===== config.mk =====
export PLATFORM = sky130hd
export DESIGN_NAME = spi_cfg_master
export DESIGN_NICKNAME = d
export VERILOG_FILES = /design/src/rtl/spi_cfg_pkg.sv /design/src/rtl/spi_cfg_rr_arb.sv /design/src/rtl/spi_cfg_master.sv
export SDC_FILE = /design/constraint.sdc
export NUM_CORES = 1
export LEC_CHECK = 0
export ABC_CLOCK_PERIOD_IN_PS = 2200
export CORE_MARGIN = 4
export CORE_UTILIZATION = 40
export CTS_BUF_LIST = sky130_fd_sc_hd__clkbuf_8
export DETAILED_ROUTE_END_ITERATION = 16
export GPL_TIMING_DRIVEN = 1
export PLACE_DENSITY = 0.64
export SLEW_MARGIN = 15
export SYNTH_ARGS = -nofsm -noshare
export SYNTH_HDL_FRONTEND = slang
export SYNTH_SLANG_ARGS = --single-unit

===== constraint.sdc =====
create_clock -name clk -period 2.2 [get_ports clk]
set_input_delay 0.55 -clock clk [delete_from_list [all_inputs] [get_ports clk]]
set_output_delay 0.55 -clock clk [all_outputs]
set_load 0.05 [all_outputs]

===== src/rtl/spi_cfg_pkg.sv =====
// ============================================================================
// spi_cfg_pkg : shared constants and state encoding for spi_cfg_master
// Revision    : 1.0
// ============================================================================
`default_nettype none

package spi_cfg_pkg;

  localparam int         FRAME_BITS   = 16;
  localparam logic       WRITE_BIT    = 1'b1;

  localparam logic [6:0] ADDR_OUT_LO  = 7'h00;
  localparam logic [6:0] ADDR_OUT_HI  = 7'h01;
  localparam logic [6:0] ADDR_PWM_LO  = 7'h02;
  localparam logic [6:0] ADDR_PWM_HI  = 7'h03;
  localparam logic [6:0] ADDR_DUTY    = 7'h04;
  localparam int         NUM_CFG_REGS = 5;

  typedef enum logic [2:0] {
    IDLE  = 3'd0,
    SETUP = 3'd1,
    HIGH  = 3'd2,
    LOW   = 3'd3,
    GAP   = 3'd4
  } state_e;

endpackage

`default_nettype wire


===== src/rtl/spi_cfg_rr_arb.sv =====
// ============================================================================
// spi_cfg_rr_arb : round-robin arbiter, first valid at or after the pointer
// Revision       : 1.0
// ============================================================================
`default_nettype none

module spi_cfg_rr_arb
  import spi_cfg_pkg::*;
#(
  parameter  int NUM_REQ = 2,
  localparam int IDW     = (NUM_REQ > 1) ? $clog2(NUM_REQ) : 1
) (
  input  logic [NUM_REQ-1:0] valid_i,
  input  logic [IDW-1:0]     ptr_i,
  output logic [NUM_REQ-1:0] grant_o,
  output logic [IDW-1:0]     idx_o,
  output logic [IDW-1:0]     nxt_ptr_o,
  output logic               any_o
);

  logic [IDW-1:0] w_cand;
  logic           w_found;

  always_comb begin
    grant_o   = '0;
    idx_o     = '0;
    w_found   = 1'b0;
    w_cand    = '0;
    for (int k = 0; k < NUM_REQ; k++) begin
      w_cand = IDW'((int'(ptr_i) + k) % NUM_REQ);
      if (!w_found && valid_i[w_cand]) begin
        w_found         = 1'b1;
        idx_o           = w_cand;
        grant_o[w_cand] = 1'b1;
      end
    end
    nxt_ptr_o = IDW'((int'(idx_o) + 1) % NUM_REQ);
  end

  assign any_o = w_found;

endmodule

`default_nettype wire


===== src/rtl/spi_cfg_master.sv =====
// ============================================================================
// spi_cfg_master : SPI mode-0 register-write sequencer with round-robin intake
// Optional build macro SPI_CFG_SHADOW_EN adds shadow_regs mirror output.
// Revision       : 1.0
// ============================================================================
`default_nettype none

module spi_cfg_master
  import spi_cfg_pkg::*;
#(
  parameter  int NUM_REQ    = 2,
  parameter  int CLK_DIV    = 4,
  parameter  int GAP_CYCLES = 8,
  localparam int IDW        = (NUM_REQ > 1) ? $clog2(NUM_REQ) : 1
) (
  input  logic                   clk,
  input  logic                   rst,
  input  logic [NUM_REQ-1:0]     req_valid,
  input  logic [7*NUM_REQ-1:0]   req_addr,
  input  logic [8*NUM_REQ-1:0]   req_data,
  output logic [NUM_REQ-1:0]     req_ready,
  output logic                   sclk,
  output logic                   ncs,
  output logic                   copi,
  output logic                   busy,
  output logic                   done,
  output logic [IDW-1:0]         done_id
`ifdef SPI_CFG_SHADOW_EN
  ,
  output logic [8*NUM_CFG_REGS-1:0] shadow_regs
`endif
);

  localparam int CNT_MAX = (CLK_DIV > GAP_CYCLES) ? CLK_DIV : GAP_CYCLES;
  localparam int CW      = $clog2(CNT_MAX + 1);

  state_e                  state_q, state_d;
  logic [CW-1:0]           cnt_q, cnt_d;
  logic [4:0]              bit_q, bit_d;
  logic [FRAME_BITS-1:0]   shift_q, shift_d;
  logic [IDW-1:0]          ptr_q, ptr_d;
  logic [IDW-1:0]          id_q, id_d;
  logic                    sclk_q, sclk_d;
  logic                    ncs_q, ncs_d;
  logic                    busy_q, busy_d;
  logic                    done_q, done_d;
  logic [NUM_REQ-1:0]      ready_q, ready_d;

  logic [NUM_REQ-1:0]      w_grant;
  logic [IDW-1:0]          w_idx;
  logic [IDW-1:0]          w_nxt_ptr;
  logic                    w_any;
  logic                    w_phase_end;
  logic [6:0]              w_addr;
  logic [7:0]              w_data;

  spi_cfg_rr_arb #(.NUM_REQ(NUM_REQ)) u_arb (
    .valid_i   (req_valid),
    .ptr_i     (ptr_q),
    .grant_o   (w_grant),
    .idx_o     (w_idx),
    .nxt_ptr_o (w_nxt_ptr),
    .any_o     (w_any)
  );

  assign w_addr      = req_addr[7*w_idx +: 7];
  assign w_data      = req_data[8*w_idx +: 8];
  assign w_phase_end = (cnt_q == CW'(CLK_DIV - 1));

  always_comb begin
    state_d = state_q;
    cnt_d   = cnt_q;
    bit_d   = bit_q;
    shift_d = shift_q;
    ptr_d   = ptr_q;
    id_d    = id_q;
    sclk_d  = sclk_q;
    ncs_d   = ncs_q;
    busy_d  = busy_q;
    done_d  = 1'b0;
    ready_d = '0;

    case (state_q)
      IDLE: begin
        if (w_any) begin
          ready_d = w_grant;
          id_d    = w_idx;
          ptr_d   = w_nxt_ptr;
          shift_d = {WRITE_BIT, w_addr, w_data};
          ncs_d   = 1'b0;
          busy_d  = 1'b1;
          cnt_d   = '0;
          bit_d   = '0;
          state_d = SETUP;
        end
      end
      SETUP: begin
        if (w_phase_end) begin
          cnt_d   = '0;
          sclk_d  = 1'b1;
          state_d = HIGH;
        end else begin
          cnt_d = cnt_q + 1'b1;
        end
      end
      HIGH: begin
        // Falling edge: shifting left presents the next bit; after the last
        // bit the register is all zeros, which parks copi low.
        if (w_phase_end) begin
          cnt_d   = '0;
          sclk_d  = 1'b0;
          bit_d   = bit_q + 5'd1;
          shift_d = {shift_q[FRAME_BITS-2:0], 1'b0};
          state_d = LOW;
        end else begin
          cnt_d = cnt_q + 1'b1;
        end
      end
      LOW: begin
        if (w_phase_end) begin
          cnt_d = '0;
          if (bit_q == 5'(FRAME_BITS)) begin
            ncs_d   = 1'b1;
            done_d  = 1'b1;
            state_d = GAP;
          end else begin
            sclk_d  = 1'b1;
            state_d = HIGH;
          end
        end else begin
          cnt_d = cnt_q + 1'b1;
        end
      end
      GAP: begin
        if (cnt_q == CW'(GAP_CYCLES - 1)) begin
          cnt_d   = '0;
          busy_d  = 1'b0;
          state_d = IDLE;
        end else begin
          cnt_d = cnt_q + 1'b1;
        end
      end
      default: state_d = IDLE;
    endcase
  end

  always_ff @(posedge clk or posedge rst) begin
    if (rst) begin
      state_q <= IDLE;
      cnt_q   <= '0;
      bit_q   <= '0;
      shift_q <= '0;
      ptr_q   <= '0;
      id_q    <= '0;
      sclk_q  <= 1'b0;
      ncs_q   <= 1'b1;
      busy_q  <= 1'b0;
      done_q  <= 1'b0;
      ready_q <= '0;
    end else begin
      state_q <= state_d;
      cnt_q   <= cnt_d;
      bit_q   <= bit_d;
      shift_q <= shift_d;
      ptr_q   <= ptr_d;
      id_q    <= id_d;
      sclk_q  <= sclk_d;
      ncs_q   <= ncs_d;
      busy_q  <= busy_d;
      done_q  <= done_d;
      ready_q <= ready_d;
    end
  end

  assign req_ready = ready_q;
  assign sclk      = sclk_q;
  assign ncs       = ncs_q;
  assign copi      = shift_q[FRAME_BITS-1];
  assign busy      = busy_q;
  assign done      = done_q;
  assign done_id   = id_q;

`ifdef SPI_CFG_SHADOW_EN
  logic [FRAME_BITS-1:0] frame_q;
  logic [7:0]            shadow_q [NUM_CFG_REGS];

  // Mirrors commit on the same edge that raises done, so they agree with it.
  always_ff @(posedge clk or posedge rst) begin
    if (rst) begin
      frame_q <= '0;
      for (int k = 0; k < NUM_CFG_REGS; k++) begin
        shadow_q[k] <= '0;
      end
    end else begin
      if (state_q == IDLE && w_any) begin
        frame_q <= {WRITE_BIT, w_addr, w_data};
      end
      if (done_d) begin
        for (int k = 0; k < NUM_CFG_REGS; k++) begin
          if (frame_q[14:8] == 7'(k)) begin
            shadow_q[k] <= frame_q[7:0];
          end
        end
      end
    end
  end

  for (genvar k = 0; k < NUM_CFG_REGS; k++) begin : g_shadow_out
    assign shadow_regs[8*k +: 8] = shadow_q[k];
  end
`endif

endmodule

`default_nettype wire


# ---- After elaboration in Yosys (flattened, before gate mapping)
# Index checks and enable logic that the tools add are counted.
dict set report totals {
  in_bits 34
  reg_bits 36
  output_inout_bits 8
  wordCells 103
}
dict set report op_classes {
  bitwise_logic 1
  order_cmp 4
  muxes 48
  shift 2
  n_addsub 4
  n_eq_ne 14
  multipliers 1
  reduce_logical 18
}
# cell count
set op_table {}
lappend op_table {{$mux 16} 2}
lappend op_table {{$pmux 16 s2} 1}
lappend op_table {{$mux 1} 22}
lappend op_table {{$mux 3} 6}
lappend op_table {{$shiftx 16x5->8} 1}
lappend op_table {{$pmux 3 s5} 1}
lappend op_table {{$shiftx 14x5->7} 1}
lappend op_table {{$mux 4} 3}
lappend op_table {{$ne 2x2->1 const B} 6}
lappend op_table {{$pmux 4 s3} 1}
lappend op_table {{$mux 5} 2}
lappend op_table {{$pmux 5 s2} 1}
lappend op_table {{$reduce_and 5->1} 2}
lappend op_table {{$mux 2} 4}
lappend op_table {{$eq 3x2->1 const B} 2}
lappend op_table {{$reduce_and 3->1} 2}
lappend op_table {{$reduce_bool 2->1} 3}
lappend op_table {{$reduce_bool 3->1} 2}
lappend op_table {{$add 5x1->5 const B} 1}
lappend op_table {{$eq 5x5->1 const B} 1}
lappend op_table {{$add 4x1->4 const B} 1}
lappend op_table {{$eq 4x2->1 const B} 1}
lappend op_table {{$eq 4x3->1 const B} 1}
lappend op_table {{$lt 1x2->1 const B} 2}
lappend op_table {{other kinds (16)} 23}

# ---- Longest topological paths before layout
# Gate-level depths: netlist of run 1.
dict set report logic_depth {
  word_depth 10
  ltp_mapped 7
}

# ---- Cells and area by module
# A second synthesis of run 1 with hierarchy kept.
dict set report unflattened {
  cells_unflattened 175
  area_unflattened_um2 1913.1
}
# module area_per_inst_um2 n_inst cells_each
set modules_own_cells {}
lappend modules_own_cells {spi_cfg_master 1878.1 1 169}
lappend modules_own_cells {spi_cfg_rr_arb 35.0 1 6}

# ---- Worst setup path after synthesis of run 1
# OpenSTA, ideal clock, no wires.
dict set report synth_path {
  path_kind {register to register}
  from {register cnt_q[0]}
  to {register bit_q[3]}
  setup_ps 124
  path_slack_ps 600
  required_time_ps 2076
  arrival_time_ps 1476
  synth_period_minus_slack_ps 1600
  stages_incl_launch_ff 8
  path_cell_list {dfrtp_1 -> ha_1 -> nor4b_4 -> nand2_2 -> buf_2 -> buf_6 -> o211ai_1 -> nand2_1}
}
dict set report synth_between {
  elab_chain_cells 3
}
# item line
set synth_rtl {}
lappend synth_rtl {{from (decl)} spi_cfg_master.sv:38} ;# logic [CW-1:0] cnt_q, cnt_d;
lappend synth_rtl {{from (signal assigned)} spi_cfg_master.sv:162} ;# cnt_q <= cnt_d;
lappend synth_rtl {{$eq 4x2->1} spi_cfg_master.sv:68} ;# assign w_phase_end = (cnt_q == CW'(CLK_DIV - 1));
lappend synth_rtl {{$ne 2x2->1 (no source line)} n/a}
lappend synth_rtl {{$reduce_and 3->1 (no source line)} n/a}
lappend synth_rtl {{to (signal assigned)} spi_cfg_master.sv:163} ;# bit_q <= bit_d;
lappend synth_rtl {{to (decl)} spi_cfg_master.sv:39} ;# logic [4:0] bit_q, bit_d;
# Every way passes these cells.
# A chain may end at the register's enable or synchronous reset.

# ---- Worst setup path in the final report of run 1
dict set report layout_path {
  from {register busy_q (netlist: busy)}
  to {output port busy}
}
# item line
set layout_lines {}
lappend layout_lines {{from (decl)} spi_cfg_master.sv:45} ;# logic busy_q, busy_d;
lappend layout_lines {{from (signal assigned)} spi_cfg_master.sv:169} ;# busy_q <= busy_d;
lappend layout_lines {{to (decl)} spi_cfg_master.sv:25} ;# output logic busy,
# No word-level cell between the ends.

==> results.py, run 1 <==
metrics = {
    "outcome": {
        "status": "finished clean",
    },
    "die": {
        "dieArea_um2": 5520,
        "coreArea_um2": 4120,
        "initial_core_util": 0.427,
        "die_h_um": 74.3,
        "chipWidth_um": 74.3,
        "fp-row-count": 23,
        "io_pins": 42,
    },
    "setup_path": {
        "r2r_cells": 4,
        "crit_start": "busy$_DFFE_PP0P_",
        "crit_chain": "clkdlybuf4s50_1",
        "r2r_start": "state_q[2]$_DFFE_PP0P_",
        "cp.required_ps": 1650,
        "path_class": "reg2out",
        "cp_num_buf_inv": 1,
        "reg2reg_slack_ps": 360,
        "cpPeakStageDelay_ps": 820,
        "worstPathMaxFanout": 3,
        "worstSetupStartpointType": "flop",
        "crit_end": "busy",
        "critical_path.endpoint_type": "output pin",
        "cp.arrival_ps": 1490,
        "critical_path.slowest_cell": "clkdlybuf4s50_1",
        "cpLargestDelayFamily": "buffers and inverters",
        "worstReg2RegEnd": "bit_q[3]$_DFFE_PP0P_",
        "cp.depth": 1,
    },
    "drt": {
        "drt-wirelength-per-cell_um": 15.4,
        "drc": 0,
        "wirelength_mm": 4.12,
        "viasPerCell": 5.62,
        "firstDrtPassIters": 4,
        "drt_iter0_markers": 118,
        "postRouteAntennaNets": 0,
        "vias": 1505,
    },
    "grt": {
        "grt_antenna_before_repair": 0,
        "grt_overflow_total": 0,
        "grt_start_max_net_pins": 28,
        "grt_pass1_wl_mm": 7.09,
        "grt_usage": 0.167,
        "grt_pass1_vias": 1569,
    },
    "place": {
        "gp_congestion": 0.817,
        "dp_hpwl_mm": 3.02,
        "portBuffers": 41,
        "dp_cells": 260,
    },
    "yosys": {
        "synth.cell_area_um2": 1760,
        "ys_seq_area_frac": 0.513,
        "yosys_warnings": 0,
        "synth.distinct_cells": 43,
        "synth-seq-cells": 36,
        "async_flop_share": 1.00,
        "synth_fp_nets": 208,
        "avgSynthCellArea_um2": 10.3,
        "syn_inst": 171,
        "synth_edf_count": 0,
        "synthFlopType": "dfrtp_1",
    },
    "finish": {
        "final_cells": 268,
        "nets": 254,
        "diodes": 0,
        "drive_above_1_share": 0.115,
        "area_delta_synth_final_pct": 32.9,
    },
    "clock_tree": {
        "cts_buffers": 5,
        "post_cts_buffers": 0,
        "cts_resized": 0,
        "clkTransAtPathRegs_ps": 70,
        "cts.sinks": 36,
        "cts_tree": "yes",
        "root_buffer": "clkbuf_8",
        "htree_levels": 2,
        "clockBufferDepth": 2,
        "ctsHoldBuffers": 0,
        "clkLatencyLatePin_ps": 280,
    },
    "timing": {
        "setup_viol": 0,
        "skew_ps": 5.14,
        "slew_headroom": 0.638,
        "drv_slew": 0,
        "layout_min_cycle_time_ps": 2040,
        "hold_viol_final": 0,
        "final.setup.tns_ps": 0,
        "fin_crit_sh": 0.927,
        "rsz0062_at_grt": "false",
        "max_freq_ghz": 0.490,
        "tightest_slew_ps": 540,
    },
    "power_and_ir_drop": {
        "finalPower_mw": 2.61,
        "p_leak_nw": 0.973,
        "ir_drop_mv": 0.487,
        "power_density_nw_per_um2": 1120,
    },
    "job": {
        "max_cap_violations": 0,
    },
    "hold_path": {
        "hold_class": "reg2reg",
    },
}
==> routing by layer <==
layer,wire (µm),vias to the layer above,GRT usage
met4,27,0,0.0415
li1,-,738,-
met3,256,2,0.0514
met1,1890,722,0.226
met5,0,-,0
met2,1940,43,0.264
==> worst register-to-register path, cell delays in order, from the launching register on <==
cell and delay, ps:
dfrtp_1 550, nor4b_4 500, nand2_2 140, or4_1 510
nand2_1 80
==> Yosys cell counts (2+ instances only) <==
master	n	share of area
nor2_1	10	0.021
buf_2	5	0.014
inv_1	4	0.0085
o31ai_1	2	0.0085
o21a_1	2	0.0085
a21o_1	2	0.0085
o22ai_1	28	0.10
buf_4	2	0.0085
nand3_1	5	0.014
nand2_1	11	0.023
and2_1	2	0.0071
a21oi_1	17	0.048
dfrtp_1	35	0.50
ha_1	3	0.021
clkbuf_1	3	0.0064
nor3_1	2	0.0057
nor2b_1	2	0.0071
a31oi_1	2	0.0071
o21ai_0	6	0.017
mux2i_1	4	0.023
nor3b_1	2	0.0085
==> cell families (layout without fill, tap and decap cells) <==
kind of cell | count (synthesis) | in the layout | share of synthesized area
buffers and inverters | 15 | 62 | 0.0441
multiplexers | 5 | 5 | 0.0292
AO/OA/AOI/OAI | 68 | 68 | 0.249
AND/OR/NAND/NOR | 43 | 43 | 0.138
adder cells (fa/ha/maj) | 3 | 3 | 0.0214
XOR/XNOR | 1 | 1 | 0.00498
flip-flops | 36 | 36 | 0.513
==> cells in the final DEF, fill, tap and decap left out, types with 3 or more instances in the layout <==
cell | netlist | final
a21oi_1 | 17 | 17
clkbuf_8 | 0 | 6
nand3_1 | 5 | 5
clkdlybuf4s50_1 | 0 | 40
inv_1 | 4 | 6
nand2_1 | 11 | 11
ha_1 | 3 | 3
mux2i_1 | 4 | 4
dfrtp_1 | 35 | 35
o21ai_0 | 6 | 6
nor2_1 | 10 | 10
buf_4 | 2 | 9
o22ai_1 | 28 | 28
==> layout make-up <==
cell class	instances	area, µm²
well taps	50	62.6
multi-input cells	120	778
fillers	359	1780
inverters	4	15.0
clock inverters	2	7.51
repair buffers	50	488
clock buffers	6	82.6
flip-flops and latches	36	902
==> through the flow <==
| stage | hold WS [ps] | utilization | setup WS, ps | instance area, µm² |
|---|---|---|---|---|
| 6_report | 499 | 0.568 | 160 | 2340 |
| 5_1_grt | 534 | 0.568 | 112 | 2340 |
| 4_1_cts | 499 | 0.568 | 158 | 2340 |
| 3_5_place_dp | 485 | 0.546 | 82.5 | 2250 |
| 3_3_place_gp | 478 | 0.546 | 149 | 2250 |
| 2_1_floorplan | 465 | - | 600 | 1760 |
==> how the worst min path moves through the flow <==
stage / to / from / slack, ps / cells after the start
2_1_floorplan: shift_q[15]$_DFFE_PP0P_ / shift_q[14]$_DFFE_PP0P_ / 460 / 2
3_3_place_gp: shift_q[15]$_DFFE_PP0P_ / shift_q[15]$_DFFE_PP0P_ / 480 / 2
3_5_place_dp: shift_q[15]$_DFFE_PP0P_ / shift_q[14]$_DFFE_PP0P_ / 480 / 2
4_1_cts: shift_q[15]$_DFFE_PP0P_ / shift_q[14]$_DFFE_PP0P_ / 500 / 2
5_1_grt: shift_q[15]$_DFFE_PP0P_ / shift_q[14]$_DFFE_PP0P_ / 530 / 2
6_report: shift_q[15]$_DFFE_PP0P_ / shift_q[14]$_DFFE_PP0P_ / 500 / 2
==> power by group <==
| group | total [mW] | internal (mW) | switching (mW) |
|---|---|---|---|
| clock network | 0.470 | 0.246 | 0.224 |
| registers | 1.09 | 0.899 | 0.193 |
| logic | 1.04 | 0.457 | 0.588 |
==> flip-flops by register name, summed over array words and instances (netlist names) <==
register and count:
bit_q 5, done 1, ptr_q 1, done_id 1, ncs 1, state_q 3, cnt_q 4, shift_q 16
req_ready 2, sclk 1, busy 1
Power figures use the tool's default switching activity.
==> run 2: changes to the inputs <==
--- a/config.mk
+++ b/config.mk
@@ -6,6 +6,7 @@
 export NUM_CORES = 1
 export LEC_CHECK = 0
 export ABC_CLOCK_PERIOD_IN_PS = 2200
+export CORE_ASPECT_RATIO = 1.2
 export CORE_MARGIN = 4
 export CORE_UTILIZATION = 40
 export CTS_BUF_LIST = sky130_fd_sc_hd__clkbuf_8
==> results.py, run 2 (synthesized netlist as in run 1, its figures left out) <==
metrics = {
    "finish": {
        "layout_common_cells": "clkdlybuf4s50_1 (40), dfrtp_1 (35), o22ai_1 (28), a21oi_1 (17), nand2_1 (11)",
        "drive_above_1_share": 0.106,
        "diodes": 0,
        "final_common_cell": "clkdlybuf4s50_1",
        "largest_reg_flops": 16,
        "nets": 253,
        "largest-register": "shift_q",
        "area_delta_synth_final_pct": 31.6,
        "largestRegisters": "shift_q (16), bit_q (5), cnt_q (4)",
        "final_cells": 273,
    },
    "setup_path": {
        "path_class": "reg2out",
        "cp_num_buf_inv": 1,
        "critical_path.slowest_cell": "clkdlybuf4s50_1",
        "worstPathMaxFanout": 2,
        "crit_chain": "clkdlybuf4s50_1",
        "worstSetupStartpointType": "flop",
        "cp.arrival_ps": 1460,
        "cpLargestDelayFamily": "buffers and inverters",
        "critical_path.endpoint_type": "output pin",
        "cp.required_ps": 1650,
        "cpPeakStageDelay_ps": 810,
    },
    "clock_tree": {
        "htree_levels": 2,
        "clkLatencyLatePin_ps": 290,
        "cts_tree": "yes",
        "cts.sinks": 36,
        "clkTransAtPathRegs_ps": 60,
        "cts_buffers": 5,
        "root_buffer": "clkbuf_8",
        "clockBufferDepth": 2,
        "post_cts_buffers": 0,
        "cts_resized": 0,
        "ctsHoldBuffers": 0,
    },
    "grt": {
        "grt_pass1_wl_mm": 6.90,
        "grt_start_max_net_pins": 37,
        "grt_overflow_total": 0,
        "grt_antenna_before_repair": 0,
        "grt_pass1_vias": 1567,
        "grt_usage": 0.167,
    },
    "outcome": {
        "status": "finished clean",
    },
    "power_and_ir_drop": {
        "p_switching_mw": 0.985,
        "pwr-share-seq": 0.428,
        "finalPower_mw": 2.55,
        "power_density_nw_per_um2": 1100,
        "combPwrFrac": 0.402,
        "intPower_mw": 1.56,
        "p_leak_nw": 0.962,
        "swShare": 0.387,
        "ir_drop_mv": 0.590,
        "clkPwrFrac": 0.170,
    },
    "die": {
        "chipWidth_um": 68.5,
        "initial_core_util": 0.413,
        "dieArea_um2": 5520,
        "coreArea_um2": 4260,
        "io_pins": 42,
        "fp-row-count": 26,
        "die_h_um": 80.6,
    },
    "timing": {
        "layout_min_cycle_time_ps": 2010,
        "rsz0062_at_grt": "false",
        "final.setup.tns_ps": 0,
        "hold_slack_ps": 502,
        "tightest_slew_ps": 504,
        "drv_slew": 0,
        "setup_viol": 0,
        "slew_headroom": 0.663,
        "skew_ps": 6.57,
        "max_freq_ghz": 0.496,
        "hold_viol_final": 0,
        "fin_crit_sh": 0.916,
    },
    "place": {
        "dp_hpwl_mm": 3.02,
        "gp_congestion": 0.750,
        "dp_cells": 265,
        "portBuffers": 41,
    },
    "drt": {
        "drt-wirelength-per-cell_um": 14.6,
        "vias": 1484,
        "drt_iter0_markers": 57,
        "postRouteAntennaNets": 0,
        "viasPerCell": 5.44,
        "wirelength_mm": 3.98,
        "firstDrtPassIters": 4,
        "drc": 0,
    },
    "job": {
        "max_cap_violations": 0,
    },
    "hold_path": {
        "hold_class": "reg2reg",
    },
}
## run 2: area by class of cell
| cell class | instances | area [µm²] |
|---|---|---|
| multi-input cells | 120 | 778 |
| repair buffers | 49 | 468 |
| inverters | 4 | 15.0 |
| flip-flops and latches | 36 | 902 |
| clock inverters | 3 | 11.3 |
| well taps | 56 | 70.1 |
| clock buffers | 5 | 68.8 |
| fillers | 413 | 1950 |
## run 2: worst paths after layout
path,to,cells after the start,slack [ps],startpoint
worst max-delay path,sclk,1,190,sclk$_DFFE_PP0P_
worst min-delay path,shift_q[15]$_DFFE_PP0P_,2,500,shift_q[15]$_DFFE_PP0P_
worst max register to register,shift_q[11]$_DFFE_PP0P_,4,380,state_q[2]$_DFFE_PP0P_
worst min register to register,shift_q[15]$_DFFE_PP0P_,2,500,shift_q[15]$_DFFE_PP0P_
max in group asynchronous,ncs$_DFFE_PP1P_,3,1200,rst
min in group asynchronous,state_q[2]$_DFFE_PP0P_,3,660,rst
## run 2: metrics by stage
| step | worst slack [ps] | utilization | instance area, µm² |
|---|---|---|---|
| 2_1_floorplan | 600 | - | 1760 |
| 3_3_place_gp | 104 | 0.524 | 2230 |
| 3_5_place_dp | 73.5 | 0.524 | 2230 |
| 4_1_cts | 163 | 0.543 | 2310 |
| 5_1_grt | 127 | 0.543 | 2310 |
| 6_report | 186 | 0.543 | 2310 |
## run 2: power groups by stage
stage	logic, mW	registers, mW	clock network, mW
finish	1.02	1.09	0.433
global route	1.17	1.13	0.478
CTS	1.04	1.09	0.450
detailed placement	1.03	1.10	0
global placement	1.01	1.09	0
floorplan	0.705	1.13	0
## run 2: routing by layer
layer  share of wire  vias to the layer above  track usage
li1                -                      731            -
met1            0.44                      705        0.201
met2            0.50                       40        0.280
met3           0.044                        8       0.0406
met4           0.021                        0       0.0656
met5               0                        -            0
## run 2: worst reg2reg max path, delay by kind of cell (launching register included)
family	cells	cell delay [ps]
flip-flops	1	550
AO/OA/AOI/OAI	3	690
AND/OR/NAND/NOR	1	500
==> run 3: changes to the inputs <==
--- a/config.mk
+++ b/config.mk
@@ -13,7 +13,7 @@
 export DETAILED_ROUTE_END_ITERATION = 16
 export GPL_TIMING_DRIVEN = 1
 export PLACE_DENSITY = 0.64
-export SLEW_MARGIN = 15
+export SLEW_MARGIN = 5
 export SYNTH_ARGS = -nofsm -noshare
 export SYNTH_HDL_FRONTEND = slang
 export SYNTH_SLANG_ARGS = --single-unit
==> results of run 3 <==
Final layout, timing and power as in run 2 (identical DEF).
